**src/rtl/mem_checker_pkg.sv**
```systemverilog
// Shared types for the data-memory write checker: FSM states, failure codes
// and the expectation-table entry layout.
package mem_checker_pkg;

  typedef enum logic [1:0] {IDLE, RUN, PASS, FAIL} state_t;

  typedef enum logic [1:0] {NONE, UNEXPECTED_ADDR, DATA_MISMATCH, TIMEOUT} fail_code_t;

  // Entries are stored at a fixed maximum width; narrower buses are zero-extended.
  localparam int ENTRY_AW = 64;
  localparam int ENTRY_DW = 64;

  typedef struct packed {
    logic [ENTRY_AW-1:0] addr;
    logic [ENTRY_DW-1:0] data;
  } expect_entry_t;

  function automatic int idx_width(input int n);
    return (n > 1) ? $clog2(n) : 1;
  endfunction

endpackage

```
**src/rtl/mem_write_checker_expect_table.sv**
```systemverilog
// Expectation table: NUM_EXPECT (addr,data) registers with a synchronous write
// port and per-entry combinational address / address+data hit vectors.
module expect_table
  import mem_checker_pkg::*;
#(
  parameter int ADDR_WIDTH = 32,
  parameter int DATA_WIDTH = 32,
  parameter int NUM_EXPECT = 8,
  localparam int IDX_W = idx_width(NUM_EXPECT)
) (
  input  logic                  clk,
  input  logic                  reset,
  input  logic                  we,
  input  logic [IDX_W-1:0]      idx,
  input  logic [ADDR_WIDTH-1:0] wr_addr,
  input  logic [DATA_WIDTH-1:0] wr_data,
  input  logic [ADDR_WIDTH-1:0] cmp_addr,
  input  logic [DATA_WIDTH-1:0] cmp_data,
  output logic [NUM_EXPECT-1:0] addr_hit,
  output logic [NUM_EXPECT-1:0] full_hit
);

  expect_entry_t table_q [NUM_EXPECT];

  // NOTE: this array is reset explicitly because a cleared table is part of the
  // post-reset state; plain storage arrays normally stay unreset so they map to RAM.
  always_ff @(posedge clk) begin
    if (reset) begin
      for (int i = 0; i < NUM_EXPECT; i++) table_q[i] <= '0;
    end else if (we && (int'(idx) < NUM_EXPECT)) begin
      // NOTE: non-blocking assignment for all clocked state avoids update-order races.
      table_q[idx] <= '{addr: ENTRY_AW'(wr_addr), data: ENTRY_DW'(wr_data)};
    end
  end

  always_comb begin
    for (int i = 0; i < NUM_EXPECT; i++) begin
      addr_hit[i] = (table_q[i].addr == ENTRY_AW'(cmp_addr));
      full_hit[i] = addr_hit[i] && (table_q[i].data == ENTRY_DW'(cmp_data));
    end
  end

endmodule

```
**config.mk**
```make
export PLATFORM = sky130hd
export DESIGN_NAME = expect_table
export DESIGN_NICKNAME = d
export VERILOG_FILES = /design/src/rtl/mem_checker_pkg.sv /design/src/rtl/mem_write_checker_expect_table.sv
export SDC_FILE = /design/constraint.sdc
export NUM_CORES = 1
export LEC_CHECK = 0
export CORE_UTILIZATION = 30
export DETAILED_ROUTE_END_ITERATION = 6
export GPL_TIMING_DRIVEN = 0
export SLEW_MARGIN = 40
export SYNTH_ARGS = -nofsm -noshare
export SYNTH_HDL_FRONTEND = slang
export SYNTH_SLANG_ARGS = --single-unit
```
**constraint.sdc**
```tcl
create_clock -name clk -period 3.8 [get_ports clk]
set_input_delay 0.38 -clock clk [delete_from_list [all_inputs] [get_ports clk]]
set_output_delay 0.38 -clock clk [all_outputs]
set_load 0.005 [all_outputs]
```
==> PnR_summary.wiki <==
{| class="wikitable"
! Metric !! Value
|-
| Status || completed
|-
| Number of enable flip-flop cells after synthesis || slightly above 500
|-
| Sequential cell area fraction in the yosys report || 0.619
|-
| RSZ-0062 raised after global routing || no
|-
| Endpoint class of the critical path || output pin
|-
| Post-Syn Instances || ~1900
|-
| Longest Clk Path Bufs || 3
|-
| Mean cell area of the mapped netlist || ~13 µm²
|-
| Share of Yosys cell area claimed by the top area cell type || 0.619
|-
| Slowest-stage cell, CP || nor4_2
|-
| Post-detailed-route via-to-cell ratio || approximately 4.7
|-
| Total power divided by cell area || about 440 mW/mm²
|-
| Transition time at the pin with the least slew margin || 0.886 ns
|-
| Area enclosed by the die boundary || 0.0839 mm²
|-
| Cell area after technology mapping || around 0.025 mm²
|-
| Wire length per cell after detailed routing || 24.0 µm
|-
| Number of logic stages on the critical path including buffering || 5
|-
| Post-route fraction of the period consumed by the critical path || 0.992
|-
| PnR Total Power || roughly 13000 µW
|-
| Post-Route Utilization || 0.354
|-
| Area added between synthesis and finish || 16.8%
|-
| CORE AREA || a little over 0.08 mm²
|-
| Post-Synthesis Net Count || around 2000
|-
| Ordered list of cells on the worst path || xor2_1, nor4_1, nand4_1, nor4_2, clkdlybuf4s50_1
|-
| Number of maximum-capacitance violations || 0
|-
| Critical path origin || table_q[7][55]$_SDFFCE_PN0P_
|-
| NumNets Final || 2142
|-
| Number of max-slew violations in the final report || 0
|-
| Total buffers and inverters traversed by the critical path || 1
|-
| Clk sink count || 512
|-
| Post-CTS clock slew at the launch and capture registers of the worst setup and hold paths || 0.06 ns
|-
| Placed wire-length estimate || ~52000 µm
|-
| Leakage power || between 0.01 and 0.015 µW
|-
| Vertical extent of the die || just under 300 µm
|-
| Routed Wire Length || between 70000 and 80000 µm
|-
| Data required time at the worst endpoint || between 3 and 4 ns
|-
| Number of flip-flops in the largest register || 512
|-
| Maximum number of pins on one net before global-route repair || 34
|-
| Library cell occupying the most area in the post-synthesis netlist || edfxtp_1
|-
| Via count || between 10000 and 15000
|-
| First-pass GRT wire length || 105000 µm
|-
| Number of buffers created by CTS || 53
|-
| Starting Density || 0.303
|-
| TritonCTS clock tree || built
|-
| Number of hold violations in the final report || 0
|-
| Worst Setup Path Type || reg2out
|-
| Share of layout cells above drive strength 1 || 0.0840
|-
| Number of global-route vias before repair || roughly 15000
|-
| Path category of the worst min-delay check || in2reg
|-
| Leftover overflow at the end of global routing || 0
|-
| CP Max Fanout || 2
|-
| Relative slew slack || 0.410
|-
| Initial DRC count || 1619
|-
| Synth Flop Type || edfxtp_1
|-
| Number of top-level design ports || 150
|-
| Clock period minus final worst setup slack || approximately 3.8 ns
|-
| Clock tree root buffer cell || clkbuf_16
|-
| Number of library cell types mapped by synthesis || 18
|-
| Hold Buf Count CTS || 0
|-
| Worst stage delay on the critical path || approximately 0.6 ns
|-
| Most area-consuming cells after synthesis || edfxtp_1, xor2_1, and2_1, nor4_1, buf_2
|-
| Crit path launch type || register
|-
| Tot GR Track Use || 0.177
|-
| Top post-synthesis cells by count || and2_1, edfxtp_1, xor2_1
|-
| Final Worst Setup Slack || just over 0.03 ns
|-
| I/O Buffers || 85
|-
| Worst-case setup slack after placement || -0.178 ns
|-
| Biggest registers after layout || table_q (512)
|-
| CP endpoint || full_hit[7]
|-
| Share of async-settable or async-resettable flops after synthesis || 0
|-
| Synthesis warning total || 0
|-
| Worst-case vdd ir drop || 0.329 mV
|-
| Register name with the most flops || table_q
|-
| Number of placement rows || between 100 and 150
|-
| CTS H-tree lvls || 2
|-
| Chip width || a little under 300 µm
|-
| Max Clock Freq || 0.265 GHz
|-
| Flops & latches, synth || a little over 500
|-
| DRT antenna net count || 0
|-
| Final weighted congestion in routability-driven placement || between 0.8 and 0.9
|-
| Number of iterations in the first detailed-routing pass || 7
|-
| Post-detailed-route DRC marker count || 0
|-
| Arrival @ worst endpoint || about 3.4 ns
|-
| Number of antenna violations at the first check in global routing || 22
|-
| Number of failing setup endpoints in the final timing report || 0
|-
| Family with the most delay on the worst path || simple AND/OR/NAND/NOR gates
|}
where the power goes:
group / leakage, µW / switching (µW) / total [µW] / internal, µW
clock network: 0.000746 / 2200 / 4840 / 2640
logic: 0.00472 / 720 / 1150 / 431
registers: 0.00491 / 150 / 6720 / 6570
cell families (layout without fill, tap and decap cells):
group | after synthesis | in the layout | synth area share
and+or+nand+nor | 709 | 709 | 0.178
xor gates and xnor gates | 512 | 512 | 0.181
DFF | 512 | 512 | 0.619
buffers and inverters | 120 | 314 | 0.0219
other | 0 | 11 | 0
metrics by stage:
step,hold WS [ns],setup TNS [ns],cell area (µm²),cells
global route,0.628,0,29000,3120
floorplan,0.578,0,24800,1853
global placement,1.19,-27.92,27000,3008
CTS,0.586,0,28900,3117
detailed placement,1.22,-0.255,27300,3022
finish,0.600,0,29000,3128
what timing repair did:
action                                  4_1_cts  5_1_grt
pin swaps                                     1        0
endpoints found under the setup margin        6        3
cloned                                        0        0
setup buffers                                 1        0
resized for setup                            10        4
worst min path at each step:
stage               cells past startpoint       start  slack (ns)                           end
floorplan                               1  wr_data[0]        0.58   table_q[0][0]$_SDFFCE_PN0P_
global placement                        2  wr_data[1]        1.19   table_q[5][1]$_SDFFCE_PN0P_
detailed placement                      2  wr_addr[0]        1.22  table_q[2][32]$_SDFFCE_PN0P_
CTS                                     2  wr_addr[0]        0.59  table_q[2][32]$_SDFFCE_PN0P_
global route                            2  wr_addr[0]        0.63  table_q[2][32]$_SDFFCE_PN0P_
finish                                  2  wr_addr[0]        0.60  table_q[1][32]$_SDFFCE_PN0P_
layout make-up:
class	instances	area, µm²
clock inverters	18	82.6
clock buffers	76	1460
multi-input cells	1221	9030
repair buffers	100	1150
diodes	11	27.5
well taps	1070	1340
fillers	7952	53000
plain buffers	120	548
flip-flops and latches	512	15400
layout by cell type, fill, tap and decap left out, types with 2 or more instances in the layout:
master and instances:
and2_1 512, buf_1 6, buf_12 13, buf_2 41, buf_4 5, clkbuf_1 65, clkbuf_16 55, clkbuf_2 25
clkdlybuf4s50_1 85, clkinv_1 12, clkinv_2 4, diode_2 11, edfxtp_1 512, nand2b_1 2, nand4_1 32, nor2_1 14
nor4_1 121, nor4_2 14, or2_4 8, xor2_1 512
layer usage:
layer	vias up	GRT usage	share of wire
met4	8	0.0387	0.018
met1	7477	0.240	0.43
met3	88	0.0301	0.070
met5	-	0	0.00068
li1	6696	-	-
met2	511	0.297	0.48
Note: power is estimated with default switching activity, not from simulation.
